--- src/rtl/row_bias_pkg.sv ---
// Shared types and helpers for the per-row bias table responder.
`ifndef GRID_LEN
`define GRID_LEN 9
`endif

package row_bias_pkg;

  localparam int unsigned GRID_LEN = `GRID_LEN;
  localparam int unsigned IDX_W    = (GRID_LEN > 1) ? $clog2(GRID_LEN) : 1;

  // One-hot shuffle states, same encoding style as the tile FSM.
  typedef enum logic [3:0] {
    ST_IDLE = 4'b0001,
    ST_PICK = 4'b0010,
    ST_SWAP = 4'b0100,
    ST_DONE = 4'b1000
  } state_e;

  // True when exactly one bit of a request index is set.
  function automatic logic is_onehot(input logic [GRID_LEN:0] v);
    int unsigned cnt;
    cnt = 0;
    for (int k = 0; k <= int'(GRID_LEN); k++) begin
      if (v[k]) cnt++;
    end
    return (cnt == 1);
  endfunction

  // Binary position of the set bit in a non-terminal one-hot index.
  function automatic logic [IDX_W-1:0] onehot_to_idx(input logic [GRID_LEN-1:0] v);
    logic [IDX_W-1:0] idx;
    idx = '0;
    for (int k = 0; k < int'(GRID_LEN); k++) begin
      if (v[k]) idx = idx | IDX_W'(k);
    end
    return idx;
  endfunction

endpackage

--- src/rtl/row_bias_lfsr.sv ---
// Galois LFSR with seed load, single-step advance and zero-seed substitution.
module row_bias_lfsr #(
  parameter int unsigned               LFSR_WIDTH = 16,
  parameter logic [LFSR_WIDTH-1:0]     LFSR_TAPS  = 16'hB400,
  parameter logic [LFSR_WIDTH-1:0]     RESET_SEED = 16'hACE1,
  parameter int unsigned               OUT_W      = 4
) (
  input  logic                  clock,
  input  logic                  reset,
  input  logic                  load,
  input  logic [LFSR_WIDTH-1:0] load_value,
  input  logic                  advance,
  output logic [OUT_W-1:0]      rnd
);

  logic [LFSR_WIDTH-1:0] lfsr_q;

  // A zero state would lock up the register, so it is replaced by the reset seed.
  always_ff @(posedge clock) begin
    if (!reset) begin
      lfsr_q <= RESET_SEED;
    end else if (load) begin
      lfsr_q <= (load_value == '0) ? RESET_SEED : load_value;
    end else if (advance) begin
      lfsr_q <= lfsr_q[0] ? ((lfsr_q >> 1) ^ LFSR_TAPS) : (lfsr_q >> 1);
    end
  end

  assign rnd = lfsr_q[OUT_W-1:0];

endmodule

--- src/rtl/row_bias_mem.sv ---
// Per-row bias table: answers tile requests and reshuffles via Fisher-Yates.
module row_bias_mem
  import row_bias_pkg::*;
#(
  parameter int unsigned           LFSR_WIDTH = 16,
  parameter logic [LFSR_WIDTH-1:0] LFSR_TAPS  = 16'hB400,
  parameter logic [LFSR_WIDTH-1:0] RESET_SEED = 16'hACE1
) (
  input  logic                  clock,
  input  logic                  reset,
  input  logic                  rq_rowbias,
  input  logic [GRID_LEN:0]     rq_index,
  output logic [GRID_LEN:0]     value_test,
  output logic                  rq_error,
  input  logic                  seed_load,
  input  logic [LFSR_WIDTH-1:0] seed_value,
  input  logic                  shuffle_start,
  output logic                  shuffle_busy,
  output logic                  shuffle_done
);

  state_e               state, state_nxt;
  logic [IDX_W-1:0]     i_q, j_q, pick_j;
  logic [GRID_LEN-1:0]  bias [GRID_LEN];
  logic                 pick_ok;
  logic                 seed_ld, lfsr_adv, i_init, i_dec, j_lat, swap_en;
  logic                 req_upd, req_err;
  logic [GRID_LEN:0]    reply;

  row_bias_lfsr #(
    .LFSR_WIDTH (LFSR_WIDTH),
    .LFSR_TAPS  (LFSR_TAPS),
    .RESET_SEED (RESET_SEED),
    .OUT_W      (IDX_W)
  ) u_lfsr (
    .clock      (clock),
    .reset      (reset),
    .load       (seed_ld),
    .load_value (seed_value),
    .advance    (lfsr_adv),
    .rnd        (pick_j)
  );

  assign pick_ok = (pick_j <= i_q);

  // State register.
  always_ff @(posedge clock) begin
    if (!reset) state <= ST_IDLE;
    else        state <= state_nxt;
  end

  // Next-state logic; PICK rejects draws above i until one lands in range.
  always_comb begin
    state_nxt = state;
    case (state)
      ST_IDLE: if (shuffle_start) state_nxt = (GRID_LEN > 1) ? ST_PICK : ST_DONE;
      ST_PICK: if (pick_ok) state_nxt = ST_SWAP;
      ST_SWAP: state_nxt = (i_q == IDX_W'(1)) ? ST_DONE : ST_PICK;
      ST_DONE: state_nxt = ST_IDLE;
      default: state_nxt = ST_IDLE;
    endcase
  end

  // Datapath controls and request decode for the current state.
  always_comb begin
    seed_ld  = 1'b0;
    lfsr_adv = 1'b0;
    i_init   = 1'b0;
    i_dec    = 1'b0;
    j_lat    = 1'b0;
    swap_en  = 1'b0;
    case (state)
      ST_IDLE: begin
        seed_ld = seed_load;
        i_init  = shuffle_start;
      end
      ST_PICK: begin
        lfsr_adv = 1'b1;
        j_lat    = pick_ok;
      end
      ST_SWAP: begin
        swap_en = 1'b1;
        i_dec   = (i_q != IDX_W'(1));
      end
      default: ;
    endcase
    req_upd = rq_rowbias && (state == ST_IDLE);
    req_err = rq_rowbias && ((state != ST_IDLE) || !is_onehot(rq_index));
    if (!is_onehot(rq_index))  reply = '0;
    else if (rq_index[GRID_LEN]) reply = {1'b1, {GRID_LEN{1'b0}}};
    else reply = {1'b0, bias[onehot_to_idx(rq_index[GRID_LEN-1:0])]};
  end

  // Shuffle cursor i and latched pick j.
  always_ff @(posedge clock) begin
    if (!reset) begin
      i_q <= '0;
      j_q <= '0;
    end else begin
      if (i_init)     i_q <= IDX_W'(GRID_LEN - 1);
      else if (i_dec) i_q <= i_q - IDX_W'(1);
      if (j_lat)      j_q <= pick_j;
    end
  end

  // Bias table: identity on reset, pairwise exchange during SWAP.
  always_ff @(posedge clock) begin
    if (!reset) begin
      for (int k = 0; k < int'(GRID_LEN); k++) bias[k] <= GRID_LEN'(1) << k;
    end else if (swap_en) begin
      bias[i_q] <= bias[j_q];
      bias[j_q] <= bias[i_q];
    end
  end

  // Registered outputs; busy/done track the state being entered.
  always_ff @(posedge clock) begin
    if (!reset) begin
      value_test   <= '0;
      rq_error     <= 1'b0;
      shuffle_busy <= 1'b0;
      shuffle_done <= 1'b0;
    end else begin
      if (req_upd) value_test <= reply;
      rq_error     <= req_err;
      shuffle_busy <= (state_nxt != ST_IDLE);
      shuffle_done <= (state_nxt == ST_DONE);
    end
  end

endmodule
--- config.mk ---
export PLATFORM = sky130hd
export DESIGN_NAME = row_bias_mem
export DESIGN_NICKNAME = d
export VERILOG_FILES = /design/src/rtl/row_bias_pkg.sv /design/src/rtl/row_bias_lfsr.sv /design/src/rtl/row_bias_mem.sv
export SDC_FILE = /design/constraint.sdc
export NUM_CORES = 1
export LEC_CHECK = 0
export CORE_UTILIZATION = 40
export DETAILED_ROUTE_END_ITERATION = 10
export SYNTH_ARGS = -nofsm -noshare
export SYNTH_HDL_FRONTEND = slang
export SYNTH_SLANG_ARGS = --single-unit
export TNS_END_PERCENT = 20
--- constraint.sdc ---
create_clock -name clock -period 12.8 [get_ports clock]
set_input_delay 1.92 -clock clock [delete_from_list [all_inputs] [get_ports clock]]
set_output_delay 1.92 -clock clock [all_outputs]
set_load 0.05 [all_outputs]
==> Implementation_results.wiki, run 1 <==
{| class="wikitable"
! Metric !! Value
|-
| Largest vdd supply drop || approximately 0.065 mV
|-
| Fraction of power spent switching nets || 27.87%
|-
| CTS tree || built
|-
| Register clock-pin slew on the reported worst setup and hold paths || ~80 ps
|-
| Setup repair after global routing missed its margin || false
|-
| DR WL met3 || about 3.3 mm
|-
| GR Overflow Total || 0
|-
| Count of mapped cells out of synthesis || roughly 1,100
|-
| Slew Limit Headroom || 19.63%
|-
| Clock sink total || roughly 190
|-
| DRT Wirelength || around 36 mm
|-
| Largest fanout on the critical path || 11
|-
| Top post-synthesis cells by area || edfxtp_1, mux4_2, dfxtp_1
|-
| Slowest stage cell on the critical path || clkdlybuf4s50_1
|-
| Final Total Pwr || between 1 and 1.5 mW
|-
| Cell taking the most area after synthesis || edfxtp_1
|-
| Share of the clock period used by the worst path after layout || ~63%
|-
| DIE AREA || between 30,000 and 40,000 um2
|-
| CTS Root Cell || clkbuf_16
|-
| Clock insertion delay at the later pin of the skew report || 450 ps
|-
| Input/output buffers || 43
|-
| Via count of the first global-routing pass || around 9,000
|-
| Top cell by count, worst path || ha_1
|-
| Netlist area before placement || about 12,000 um2
|-
| Number of flops mapped to enable cells by yosys || between 100 and 150
|-
| Design Area, Final || 13,650 um2
|-
| Net switching power || between 0.4 and 0.5 mW
|-
| Proportion of power drawn by combinational gates || between 10% and 20%
|-
| Placed standard-cell area || 13,050 um2
|-
| Post-synthesis to final-layout area growth || 10.52%
|-
| Total setup violations reported at the end of the flow || 0
|-
| Power Density || 108.3 nW/um2
|-
| Number of remaining DRC errors || 0
|-
| Static leakage || between 4 and 5 nW
|-
| DR WL/cell || 23.90 um
|-
| Placer's final routability congestion estimate || between 0.8 and 0.9
|-
| Met2 WL post-DR || 17.54 mm
|-
| Nets@finish || about 1,200
|-
| Post-Synthesis Net Count || ~1,200
|-
| Ys flop type || edfxtp_1
|-
| Initial antenna violation count || 0
|-
| Warning count from the yosys run || 0
|-
| Cell count of the worst reg-to-reg path || 6
|-
| Cells resized by post-CTS repair || 0
|-
| Total via count in the routed design || slightly below 10,000
|-
| Postcts setup bufs || 0
|-
| Dpl hpwl || 25.16 mm
|-
| Clock period minus final worst setup slack || 8009 ps
|-
| Synth Register Bits || 189
|-
| Worst-case register-to-register setup slack || roughly 9500 ps
|-
| Share of power burned in the clock network || 37.6%
|-
| Final hold violation count || 0
|-
| GRT Overall Usage || roughly a quarter
|-
| CP required || 13,140 ps
|-
| TritonCTS Buffers || 17
|-
| Worst setup EP type || register
|-
| Post-detailed-route count of antenna-violating nets || 0
|-
| Mean Syn Cell Area || between 10 and 15 um2
|-
| Type of element launching the critical path || input port
|-
| Run status || complete, no violations
|-
| Largest net degree at the start of global routing || between 70 and 80
|-
| Share of total power in sequential cells || roughly 47%
|-
| Timing endpoint of the critical path || rq_error
|-
| Post-route setup TNS || 0 ps
|-
| Ratio of cells with drive above 1 in the final layout || between 10% and 20%
|-
| Classification of the worst setup path || in2reg
|-
| Async S/R FF share, synth || 0%
|-
| Top cell type's share of synthesized area || a little over a third
|-
| Internal power summed over all cells || roughly 1.1 mW
|-
| Type of the tightest min-delay check || reg2reg
|-
| Width of the die || between 150 and 200 um
|-
| Reg-to-reg critical path startpoint || state[1]
|-
| CP peak stage delay || between 500 and 600 ps
|-
| Placement row count || 63
|-
| Cts-stage hold buffer count || 0
|-
| Number of top-level pins || 44
|-
| Initial drt markers || between 1,000 and 1,500
|-
| CTS max path bufs || 2
|-
| Maximum achievable frequency || ~120 MHz
|-
| # Max-Cap Violations || 0
|-
| Critical path origin || rq_index[1]
|-
| Number of optimization iterations in the first detailed-route pass || 7
|-
| Top layer reached by signal wires || met4
|-
| Total inserted antenna cells || 0
|-
| Count of final max-slew check failures || 0
|-
| Post-route met1 wirelength || about 15 mm
|-
| Reg-to-reg critical path endpoint || bias[12][8]
|-
| Number of distinct library cell variants in the gate-level netlist after synthesis || roughly 60
|-
| Starting utilization of the core area || between 40% and 50%
|-
| Worst clock skew || 14.44 ps
|-
| Seq/Total Area, Yosys || between 40% and 50%
|-
| Least-Margin Pin Slew || between 1000 and 1500 ps
|-
| Worst Path Arrival || between 8000 and 9000 ps
|-
| Number of vias per cell after detailed routing || between 6 and 7
|-
| First-pass GRT wire length || 56.08 mm
|-
| Die Span Y || roughly 180 um
|-
| Core box area || approximately 30,000 um2
|-
| Number of levels in the clock H-tree || 4
|}
==> cell type report <==
type                       instances  area [um2]
clock inverter                    15       172.7
multi-input combinational        824        6675
tap                              390       488.0
sequential                       189        5230
timing repair buffer              61       565.5
fill                            2711       16390
inverter                          24       90.09
clock buffer                      17       425.4
==> worst min-delay path by stage <==
stage	from	endpoint	slack (ps)	cells past startpoint
2_1_floorplan	u_lfsr.lfsr_q[9]	u_lfsr.lfsr_q[9]	440	2
3_3_place_gp	value_test[1]	value_test[1]	440	2
3_5_place_dp	value_test[1]	value_test[1]	440	2
4_1_cts	value_test[1]	value_test[1]	450	2
5_1_grt	value_test[2]	value_test[2]	460	2
6_report	value_test[1]	value_test[1]	440	2
==> cell usage after synthesis (all sizes together), types with 3 or more instances <==
master / count
mux2i: 3
nor2: 45
o21ai: 80
a211oi: 40
nor4b: 3
and3: 14
a31oi: 37
xnor2: 14
buf: 24
or4b: 4
a21oi: 19
mux2: 9
ha: 18
a22o: 73
o2111ai: 3
nor4: 7
inv: 24
nand4: 10
and2: 46
o211ai: 3
mux4: 99
xor2: 6
nor2b: 6
nand3: 21
nor3: 13
o221ai: 7
dfxtp: 45
nand2: 196
o211a: 3
a21o: 9
edfxtp: 144
clkbuf: 76
a21boi: 5
nand2b: 6
or2: 3
or3: 3
==> registers in the layout (all words and copies together) (netlist names), named ones only <==
| register | flops |
|---|---|
| i_q | 4 |
| u_lfsr.lfsr_q | 16 |
| rq_error | 1 |
| shuffle_done | 1 |
| bias | 144 |
| shuffle_busy | 1 |
| j_q | 4 |
| state | 4 |
| value_test | 10 |
==> stage by stage <==
step / util (%) / setup slack (ps) / cells / hold slack (ps)
4_1_cts: 45.44 / 4756 / 1520 / 449.8
3_3_place_gp: 43.45 / 4458 / 1488 / 436.1
5_1_grt: 45.44 / 4387 / 1520 / 463.0
3_5_place_dp: 43.45 / 4307 / 1488 / 439.0
2_1_floorplan: - / 5725 / 1137 / 440.2
6_report: 45.44 / 4791 / 1520 / 444.0
==> cell families (layout without fill, tap and decap cells) <==
logic type | Yosys count | after routing | share of synthesized area (%)
DFF | 189 | 189 | 42.31
xor gates and xnor gates | 23 | 23 | 2.270
buffers and inverters | 124 | 117 | 3.850
adders and majority gates | 18 | 18 | 1.824
AOI/OAI and AO/OA | 291 | 291 | 16.30
and+or+nand+nor | 381 | 381 | 14.32
muxes | 111 | 111 | 19.12
==> cell usage in the layout (no fill, tap or decap), types with 6 or more instances in the layout <==
| cell | n |
|---|---|
| mux2_2 | 9 |
| nor2b_1 | 6 |
| dfxtp_1 | 41 |
| o221ai_1 | 7 |
| a211oi_1 | 40 |
| edfxtp_1 | 144 |
| a21oi_1 | 19 |
| and3_1 | 14 |
| and2_1 | 45 |
| clkdlybuf4s50_1 | 43 |
| a31oi_1 | 37 |
| inv_1 | 23 |
| xnor2_1 | 12 |
| clkbuf_16 | 17 |
| nand2b_1 | 6 |
| nand3_1 | 21 |
| nand2_1 | 196 |
| ha_1 | 18 |
| o21ai_1 | 10 |
| a21o_1 | 9 |
| o21ai_0 | 70 |
| mux4_2 | 99 |
| a22o_1 | 73 |
| nor2_1 | 44 |
| buf_4 | 18 |
| nand4_1 | 10 |
| nor3_1 | 12 |
==> layer usage <==
layer	GRT usage, %	up-vias
met2	38.54	490
li1	-	4340
met3	5.334	56
met4	6.446	0
met1	32.70	4722
met5	0	-
==> worst max-delay path, delay by kind of cell <==
kind / cells / cell delay, ps
buffers and inverters: 3 / 670
adders and majority gates: 8 / 2280
AOI/OAI and AO/OA: 8 / 1510
xor gates and xnor gates: 2 / 400
and+or+nand+nor: 8 / 1580
==> power by group through the flow <==
stage / registers, mW / clock network [mW] / logic [mW]
final: 0.688 / 0.555 / 0.235
after global routing: 0.690 / 0.587 / 0.258
after CTS: 0.688 / 0.561 / 0.235
after detailed placement: 0.702 / 0 / 0.234
after global placement: 0.701 / 0 / 0.230
after floorplan: 0.703 / 0 / 0.168
Power figures use the tool's default switching activity.
==> run 2, diff against run 1 <==
==> constraint.sdc (replaced) <==
create_clock -name clock -period 8.2 [get_ports clock]
set_input_delay 1.23 -clock clock [delete_from_list [all_inputs] [get_ports clock]]
set_output_delay 1.23 -clock clock [all_outputs]
set_load 0.05 [all_outputs]
==> run 2 against run 1 <==
  * Global-route usage rose by 0.12 points
  * Clock skew down 0.98 ps
  * Utilization decreased by 0.11 points
  * Largest power group unchanged
  * Total power is 53% higher
  * First-iteration DRC count down 0.74%
  * Clock power rose by 49%
  * Sequential cell count unchanged
  * Worst setup slack worse by 3900 ps
  * Count of clock-buffer cells in the layout up 1
  * Routed wire length increased by 0.46%
==> Implementation_results.wiki, run 2 (synthesized netlist as in run 1, its figures left out) <==
{| class="wikitable"
! Metric !! Value
|-
| Input/output buffers || 43
|-
| Number of fillers in the final layout || 2,734
|-
| Largest net degree at the start of global routing || 73
|-
| First-pass GRT wire length || ~57 mm
|-
| Type of the tightest min-delay check || reg2reg
|-
| Cells resized by post-CTS repair || 0
|-
| Largest fanout on the critical path || 11
|-
| Post-route setup TNS || 0 ps
|-
| Ratio of cells with drive above 1 in the final layout || between 10% and 20%
|-
| Width of the die || approximately 180 um
|-
| Placed Instances || approximately 1,500
|-
| Core box area || 30,030 um2
|-
| GRT Overall Usage || 24.14%
|-
| Number of top-level pins || 44
|-
| Nets@finish || roughly 1,200
|-
| Clock period minus final worst setup slack || 7340 ps
|-
| Combined buffer and inverter count along the critical path || 3
|-
| Most common cell after layout, fill and taps aside || nand2_1
|-
| Cell count of the worst reg-to-reg path || 6
|-
| Largest Register || bias
|-
| Maximum achievable frequency || approximately 140 MHz
|-
| Setup repair after global routing missed its margin || false
|-
| Type of element launching the critical path || input port
|-
| Routing usage on met1 || between 30 and 40%
|-
| Slowest stage cell on the critical path || clkdlybuf4s50_1
|-
| GR Overflow Total || 0
|-
| Largest delay share family, worst path || adder cells
|-
| Largest registers || bias (144), u_lfsr.lfsr_q (16), value_test (10)
|-
| DRT Wirelength || about 37 mm
|-
| Clock sink total || 189
|-
| Number of vias per cell after detailed routing || 6.328
|-
| # Max-Cap Violations || 0
|-
| Least-Margin Pin Slew || between 1000 and 1500 ps
|-
| Global-route track usage on met3 || under 10%
|-
| Slew Limit Headroom || about an eighth
|-
| CP required || approximately 8600 ps
|-
| Final Total Pwr || about 2.3 mW
|-
| Stages on worst setup path || 29
|-
| Global route hottest layer || met2
|-
| Total setup violations reported at the end of the flow || 0
|-
| Area of the multi-input gates || between 6000 and 7000 um2
|-
| Worst Path Arrival || just under 8000 ps
|-
| Run status || complete, no violations
|-
| Post-detailed-route count of antenna-violating nets || 0
|-
| Postcts setup bufs || 0
|-
| Classification of the worst setup path || in2reg
|-
| Number of remaining DRC errors || 0
|-
| Total inserted antenna cells || 0
|-
| CTS max path bufs || 2
|-
| Placer's final routability congestion estimate || 0.8892
|-
| Worst clock skew || 13.46 ps
|-
| Largest vdd supply drop || between 0.1 and 0.15 mV
|-
| Most used cells in the layout excluding fill and tap cells || nand2_1, edfxtp_1, mux4_2, a22o_1, o21ai_0
|-
| Initial drt markers || around 1,100
|-
| Total via count in the routed design || 9,618
|-
| Initial antenna violation count || 0
|-
| Count of final max-slew check failures || 0
|-
| Top cell by count, worst path || ha_1
|-
| DIE AREA || ~32,000 um2
|-
| CP peak stage delay || 520 ps
|-
| Number of flip-flops in the largest register || between 100 and 150
|-
| Share of the clock period used by the worst path after layout || 89.52%
|-
| Starting utilization of the core area || between 40% and 50%
|-
| CTS tree || built
|-
| Min-Delay Path Depth || 2
|-
| Power Density || approximately 170 nW/um2
|-
| Die Span Y || about 180 um
|-
| Cts-stage hold buffer count || 0
|-
| Finished Layout Cells || 1,520
|-
| Number of optimization iterations in the first detailed-route pass || 6
|-
| CTS Root Cell || clkbuf_16
|-
| Via count of the first global-routing pass || between 9,000 and 10,000
|-
| Combined flip-flop and latch cell area || 5230 um2
|-
| Post-synthesis to final-layout area growth || 10.25%
|-
| Placement row count || 63
|-
| Number of levels in the clock H-tree || 4
|-
| TritonCTS Buffers || 17
|-
| Register clock-pin slew on the reported worst setup and hold paths || ~80 ps
|-
| Met2 layer usage reported by global route || between 30 and 40%
|-
| Final hold violation count || 0
|-
| Clock insertion delay at the later pin of the skew report || approximately 460 ps
|-
| Static leakage || ~4.5 nW
|-
| Dpl hpwl || 25.24 mm
|-
| Worst setup EP type || register
|-
| DR WL/cell || between 20 and 25 um
|}
## run 2: changes by cell type in the layout (fill, tap and decap cells not counted)
cell | before | now
clkinvlp_4 | 0 | 1
inv_4 | 2 | 3
clkbuf_16 | 17 | 18
bufinv_16 | 2 | 0
inv_8 | 3 | 2
## run 2: final timing paths
check	slack, ps	start	to
min	440	value_test[1]	value_test[1]
min reg2reg	440	value_test[1]	value_test[1]
max reg2reg	4860	state[1]	bias[12][8]
max	860	rq_index[1]	rq_error
## run 2: worst min-delay path, cell delays in order (launching register included)
cell     delay [ps]
dfxtp_1         310
nand2_1          50
o21ai_1          50
## run 2: final cells by class
cell class | instances | share of cell area, %
multi-input combinational | 824 | 49.03
sequential | 189 | 38.42
timing repair buffer | 61 | 4.154
tap | 390 | 3.584
clock buffer | 18 | 3.309
clock inverter | 14 | 0.8455
inverter | 24 | 0.6617
## run 2: report_power, final
part / internal, mW / total (mW) / leakage (nW) / switching (mW)
clock network: 0.416 / 0.826 / 0.282 / 0.410
registers: 1.05 / 1.07 / 1.74 / 0.0221
logic: 0.151 / 0.367 / 2.46 / 0.216
total: 1.62 / 2.27 / 4.49 / 0.648
## run 2: layer usage
layer  part of all wire, %  wire length [um]
met1                    42             15180
met2                    48             17630
met4                   1.8               660
met3                   8.3              3026
met5                     0                 0
## run 2: stage by stage
step	hold slack (ps)	cell area, um2	worst slack (ps)	utilization (%)
finish	444.4	13610	859.6	45.33
CTS	448.7	13610	835.6	45.33
global placement	435.8	13050	530.0	43.45
detailed placement	437.9	13050	386.7	43.45
global route	465.0	13610	347.9	45.33
floorplan	440.2	12350	1815	-
